===== config.mk =====
export PLATFORM = sky130hd
export DESIGN_NAME = rnd_rb_arb
export DESIGN_NICKNAME = d
export VERILOG_FILES = /design/src/rtl/rnd_rb_arb_pkg.sv /design/src/rtl/rnd_rb_ppe.sv /design/src/rtl/rnd_rb_arb.sv
export SDC_FILE = /design/constraint.sdc
export NUM_CORES = 1
export LEC_CHECK = 0
export ABC_AREA = 1
export BUFFER_PORTS_ARGS = -buffer_cell sky130_fd_sc_hd__buf_2
export CORE_ASPECT_RATIO = 1.4
export CORE_MARGIN = 5
export CORE_UTILIZATION = 62
export DETAILED_ROUTE_END_ITERATION = 10
export HOLD_SLACK_MARGIN = 0.03
export PLACE_DENSITY_LB_ADDON = 0.05
export REMOVE_ABC_BUFFERS = 1
export SYNTH_ARGS = -nofsm -noshare
export SYNTH_HDL_FRONTEND = slang
export SYNTH_SLANG_ARGS = --single-unit
export TNS_END_PERCENT = 5

===== constraint.sdc =====
create_clock -name i_clk -period 4.7 [get_ports i_clk]
set_input_delay 0 -clock i_clk [delete_from_list [all_inputs] [get_ports i_clk]]
set_output_delay 0 -clock i_clk [all_outputs]
set_load 0.01 [all_outputs]

===== src/rtl/rnd_rb_arb_pkg.sv =====
// Shared switch-arbiter definitions: FSM state encoding and default sizing.
// Imported by rnd_rb_ppe and rnd_rb_arb.
package rnd_rb_arb_pkg;

    localparam int unsigned RR_WIDTH_DEF    = 8;
    localparam int unsigned TIMEOUT_CYC_DEF = 1024;

    typedef enum logic {
        ARB_IDLE = 1'b0,
        ARB_HOLD = 1'b1
    } arb_state_e;

endpackage


===== src/rtl/rnd_rb_ppe.sv =====
// Combinational programmable priority encoder: picks the first set request bit
// at or after rr_priority, wrapping modulo RR_WIDTH (RR_WIDTH a power of 2).
module rnd_rb_ppe
    import rnd_rb_arb_pkg::*;
#(
    parameter int unsigned RR_WIDTH    = RR_WIDTH_DEF,
    parameter int unsigned RR_WIDTH_L2 = $clog2(RR_WIDTH)
) (
    input  logic [RR_WIDTH-1:0]    rr_vec_in,
    input  logic [RR_WIDTH_L2-1:0] rr_priority,
    output logic [RR_WIDTH-1:0]    rr_vec_out,
    output logic [RR_WIDTH_L2-1:0] rr_bin_out
);

    logic [RR_WIDTH_L2-1:0] w_idx;

    // Scan from the farthest offset down so the nearest hit is written last.
    always_comb begin
        rr_vec_out = '0;
        rr_bin_out = '0;
        w_idx      = '0;
        for (int i = RR_WIDTH - 1; i >= 0; i--) begin
            w_idx = rr_priority + RR_WIDTH_L2'(i);
            if (rr_vec_in[w_idx]) begin
                rr_bin_out        = w_idx;
                rr_vec_out        = '0;
                rr_vec_out[w_idx] = 1'b1;
            end
        end
    end

endmodule


===== src/rtl/rnd_rb_arb.sv =====
// Sequential round-robin arbiter: holds the encoder's winner until release, then
// advances the pointer past it. Optional hold timeout via RND_RB_ARB_TIMEOUT_EN.
module rnd_rb_arb
    import rnd_rb_arb_pkg::*;
#(
    parameter int unsigned RR_WIDTH    = RR_WIDTH_DEF,
    parameter int unsigned RR_WIDTH_L2 = $clog2(RR_WIDTH),
    parameter int unsigned TIMEOUT_CYC = TIMEOUT_CYC_DEF,
    parameter int unsigned TIMEOUT_W   = $clog2(TIMEOUT_CYC)
) (
    input  logic                   i_clk,
    input  logic                   i_rstn,
    input  logic [RR_WIDTH-1:0]    i_req,
    input  logic [RR_WIDTH-1:0]    i_done,
    output logic [RR_WIDTH-1:0]    o_gnt_vec,
    output logic [RR_WIDTH_L2-1:0] o_gnt_bin,
    output logic                   o_gnt_vld,
    output logic [RR_WIDTH_L2-1:0] o_rr_ptr,
    output logic                   o_gnt_timeout
);

    if ((1 << RR_WIDTH_L2) != RR_WIDTH) begin : g_bad_width
        $error("rnd_rb_arb: RR_WIDTH must be a power of 2");
    end

    arb_state_e             r_state;
    arb_state_e             w_state_d;
    logic [RR_WIDTH-1:0]    r_gnt_vec;
    logic [RR_WIDTH-1:0]    w_gnt_vec_d;
    logic [RR_WIDTH_L2-1:0] r_gnt_bin;
    logic [RR_WIDTH_L2-1:0] w_gnt_bin_d;
    logic                   r_gnt_vld;
    logic                   w_gnt_vld_d;
    logic [RR_WIDTH_L2-1:0] r_ptr;
    logic [RR_WIDTH_L2-1:0] w_ptr_d;

    logic [RR_WIDTH-1:0]    w_ppe_vec;
    logic [RR_WIDTH_L2-1:0] w_ppe_bin;
    logic                   w_req_any;
    logic                   w_release;
    logic                   w_force;
    logic                   w_rel_all;

    rnd_rb_ppe #(
        .RR_WIDTH    (RR_WIDTH),
        .RR_WIDTH_L2 (RR_WIDTH_L2)
    ) u_ppe (
        .rr_vec_in   (i_req),
        .rr_priority (r_ptr),
        .rr_vec_out  (w_ppe_vec),
        .rr_bin_out  (w_ppe_bin)
    );

    assign w_req_any = |i_req;
    // Withdrawing the request counts as a release, same as done.
    assign w_release = i_done[r_gnt_bin] | ~i_req[r_gnt_bin];
    assign w_rel_all = w_release | w_force;

`ifdef RND_RB_ARB_TIMEOUT_EN
    logic [TIMEOUT_W-1:0] r_hold_cnt;
    logic                 r_gnt_timeout;

    // A genuine release in the same cycle takes precedence over the timeout.
    assign w_force = (r_state == ARB_HOLD) && !w_release &&
                     (r_hold_cnt == TIMEOUT_W'(TIMEOUT_CYC - 1));

    always_ff @(posedge i_clk or negedge i_rstn) begin
        if (!i_rstn) begin
            r_hold_cnt    <= '0;
            r_gnt_timeout <= 1'b0;
        end else begin
            r_gnt_timeout <= w_force;
            if (r_state == ARB_IDLE) begin
                r_hold_cnt <= '0;
            end else begin
                r_hold_cnt <= r_hold_cnt + TIMEOUT_W'(1);
            end
        end
    end
`else
    logic w_unused_cfg;

    assign w_force      = 1'b0;
    assign w_unused_cfg = ^(TIMEOUT_W'(TIMEOUT_CYC - 1));
`endif

    // FSM: state register
    always_ff @(posedge i_clk or negedge i_rstn) begin
        if (!i_rstn) begin
            r_state <= ARB_IDLE;
        end else begin
            r_state <= w_state_d;
        end
    end

    // FSM: next state
    always_comb begin
        w_state_d = r_state;
        unique case (r_state)
            ARB_IDLE: if (w_req_any) w_state_d = ARB_HOLD;
            ARB_HOLD: if (w_rel_all) w_state_d = ARB_IDLE;
            default:  w_state_d = ARB_IDLE;
        endcase
    end

    // FSM: outputs
    always_comb begin
        o_gnt_vec = r_gnt_vec;
        o_gnt_bin = r_gnt_bin;
        o_gnt_vld = r_gnt_vld;
        o_rr_ptr  = r_ptr;
`ifdef RND_RB_ARB_TIMEOUT_EN
        o_gnt_timeout = r_gnt_timeout;
`else
        o_gnt_timeout = 1'b0;
`endif
    end

    // Grant and pointer next state; gnt_bin keeps its last value after release.
    always_comb begin
        w_gnt_vec_d = r_gnt_vec;
        w_gnt_bin_d = r_gnt_bin;
        w_gnt_vld_d = r_gnt_vld;
        w_ptr_d     = r_ptr;
        unique case (r_state)
            ARB_IDLE: begin
                if (w_req_any) begin
                    w_gnt_vec_d = w_ppe_vec;
                    w_gnt_bin_d = w_ppe_bin;
                    w_gnt_vld_d = 1'b1;
                end
            end
            ARB_HOLD: begin
                if (w_rel_all) begin
                    w_gnt_vec_d = '0;
                    w_gnt_vld_d = 1'b0;
                    w_ptr_d     = r_gnt_bin + RR_WIDTH_L2'(1);
                end
            end
            default: begin
                w_gnt_vec_d = '0;
                w_gnt_vld_d = 1'b0;
            end
        endcase
    end

    always_ff @(posedge i_clk or negedge i_rstn) begin
        if (!i_rstn) begin
            r_gnt_vec <= '0;
            r_gnt_bin <= '0;
            r_gnt_vld <= 1'b0;
            r_ptr     <= '0;
        end else begin
            r_gnt_vec <= w_gnt_vec_d;
            r_gnt_bin <= w_gnt_bin_d;
            r_gnt_vld <= w_gnt_vld_d;
            r_ptr     <= w_ptr_d;
        end
    end

endmodule

==> impl_metrics.tcl <==
set metrics [dict create \
    status "finished clean" \
    die-area_um2 4750 \
    ys_ff_latch 16 \
    drt-vias-per-instance 5.86 \
    crit_fanout 28 \
    critPathMostFrequentCell "nand2_1" \
    cts_tree "yes" \
    die_h_um 79.6 \
    ys.flop_type "dfrtp_1" \
    clkLatencyLatePin_ns 0.25 \
    start_kind "flop" \
    dr.first_iter.drc_count 250 \
    synth_top_cell_area_share 0.268 \
    worst_slew_pin_slew_ns 0.844 \
    place_hpwl_mm 4.83 \
    cts_buffer_depth 2 \
    drcViolationCount 0 \
    portBuffers 32 \
    diodes 0 \
    yosysWarnings 0 \
    path_cells "inv_2 -> ha_1 -> inv_1 -> nand3_1 -> nand3_1 -> nand2_4 -> inv_1 -> a21oi_1 -> o21ai_0 -> nand2_1 -> nand2_1 -> nand2_1 -> nand2_1 -> nand2_1" \
    reg2reg_from "o_rr_ptr[0]" \
    syn_avg_cell_area_um2 5.50 \
    root_buffer "clkbuf_8" \
    r2r-end "o_gnt_bin[0]" \
    min_period_ns 3.61 \
    ys_top_cells_by_area "nand2_1 (27%), dfrtp_1 (19%), a21oi_1 (12%)" \
    synth-edff-count 0 \
    endpoint_kind "flop" \
    cp_slowest_cell "dfrtp_1" \
    cp.required_ns 4.88 \
    path_clk_slew_ns 0.06 \
    finalHoldViolCount 0 \
    drive_above_1_share 0.127 \
    antenna_found_initial 0 \
    io_pins 34 \
    synth_cells 390 \
    rsz0062_at_grt "false" \
    nFillCells 335 \
    via_count 2644 \
    r2r_cells 14 \
    crit_type "reg -> reg" \
    synth_area_um2 2140 \
    syn_to_final_growth_pct 8.17 \
    post_drt_wl_per_cell_um 14.5 \
    setup_violations 0 \
    place.gp.congestion 0.978 \
    finalCritPeriodShare 0.768 \
    finClkSkew_ns 0.00235 \
    htree_levels 1 \
    tns_ns 0 \
    cts_buffers 3 \
    clock_sinks 16 \
    die_w_um 59.7 \
    firstDrtPassIters 5 \
    synth_largest_area_cell "nand2_1" \
    grt_pass1_wl_mm 11.2 \
    grt_pass1_vias 2349 \
    hp-class "in -> async" \
    drt_wl_total_mm 6.52 \
    arrival_ns 3.79 \
    grtUsageTotal 0.299 \
    max_slew_margin 0.437 \
    grt_max_degree 29 \
    gr-total-overflow 0 \
    cts_setup_buffers 0 \
    synthTopCellsByCount "nand2_1 (153), a21oi_1 (52), nand3_1 (50)" \
    layout.nets 438 \
    synth.yosys.seq_area_share 0.187 \
    rrSetupSlack_ns 1.09 \
    drv_cap 0 \
    num_rows 25 \
    fmax_mhz 277 \
    post-synth-top-count-cell "nand2_1" \
    postSynth.asyncResetShare 1.00 \
    synth_cell_types 28 \
    cp_slowest_stage_delay_ns 0.89 \
    initial_core_util 0.640 \
    coreArea_um2 3350 \
    detail-route-antenna-nets 0 \
    maxSlewViolCount 0 \
]
cell usage in the layout, fill, tap and decap left out, drive strengths merged:
cell         Yosys  routed
o21ai            6       6
conb             1       1
a21oi           53      53
nand3b           1       1
clkbuf           5       3
nand4            1       1
nand3           53      53
nand2          161     161
xnor2            2       2
o221ai           4       4
nor2            32      32
dfrtp           16      16
nor4             1       1
dlygate4sd3      0       1
buf             10      32
clkinv           1       1
ha               7       7
nor3             8       8
inv             28      28
critical path: cells and delay by family (launching register included):
family                   cells  cell delay [ns]
flip-flops                   1             0.89
buffers and inverters        3             0.77
adder cells (fa/ha/maj)      1             0.67
AO/OA/AOI/OAI                2             0.26
AND/OR/NAND/NOR              8             0.95
layout make-up:
| type | count | area (µm²) | share of cell area |
|---|---|---|---|
| Sequential cell | 16 | 400 | 0.173 |
| Inverter | 29 | 109 | 0.0470 |
| Tap cell | 40 | 50.0 | 0.0216 |
| Clock buffer | 3 | 41.3 | 0.0178 |
| Timing Repair Buffer | 33 | 170 | 0.0734 |
| Multi-Input combinational cell | 330 | 1550 | 0.668 |
logic make-up after synthesis:
kind of cell / after synthesis / share of synthesized area
compound gates: 63 / 0.156
xor+xnor: 2 / 0.0117
fa+ha+maj: 7 / 0.0409
buf+inv: 44 / 0.0911
flops: 16 / 0.187
other cells: 1 / 0.00175
simple gates: 257 / 0.512
what timing repair did:
action                    4_1_cts  5_1_grt
gates resized for setup         0        0
hold endpoints to repair       16        0
hold buffers                    1        0
per-stage QoR:
step / utilization / worst slack (ns) / instances / hold slack, ns / instance area [µm²]
floorplan: - / 1.78 / 375 / -0.296 / 2060
global placement: 0.677 / 1.36 / 447 / -0.0741 / 2270
detailed placement: 0.677 / 1.23 / 447 / -0.0756 / 2270
CTS: 0.693 / 1.18 / 451 / 0.173 / 2320
global route: 0.693 / 0.735 / 451 / 0.228 / 2320
finish: 0.693 / 1.09 / 451 / 0.190 / 2320
per-layer routing:
metal  global-route usage  share of wire  vias up
li1                     -              -     1315
met1                0.415           0.41     1176
met2                0.469           0.49      136
met3               0.0210          0.071       17
met4                0.126          0.028        0
met5                    0              0        -
sequential cells by signal, summed over array words and instances (netlist names):
name and count:
o_gnt_bin 3, o_gnt_vec 8, o_gnt_vld 1, o_rr_ptr 3, r_state 1
how the worst max path moves through the flow:
| stage | start | to | slack, ns | cells after the start |
|---|---|---|---|---|
| 2_1_floorplan | o_rr_ptr[0] | o_gnt_bin[0] | 1.78 | 14 |
| 3_3_place_gp | o_rr_ptr[0] | o_gnt_bin[0] | 1.36 | 14 |
| 3_5_place_dp | o_rr_ptr[0] | o_gnt_bin[0] | 1.23 | 14 |
| 4_1_cts | o_rr_ptr[0] | o_gnt_bin[0] | 1.18 | 14 |
| 5_1_grt | o_rr_ptr[0] | o_gnt_bin[0] | 0.74 | 14 |
| 6_report | o_rr_ptr[0] | o_gnt_bin[0] | 1.09 | 14 |
Power is left out: the tool's default activity adds up to more than one toggle a clock period on the data nets, which glitch-free logic cannot reach.
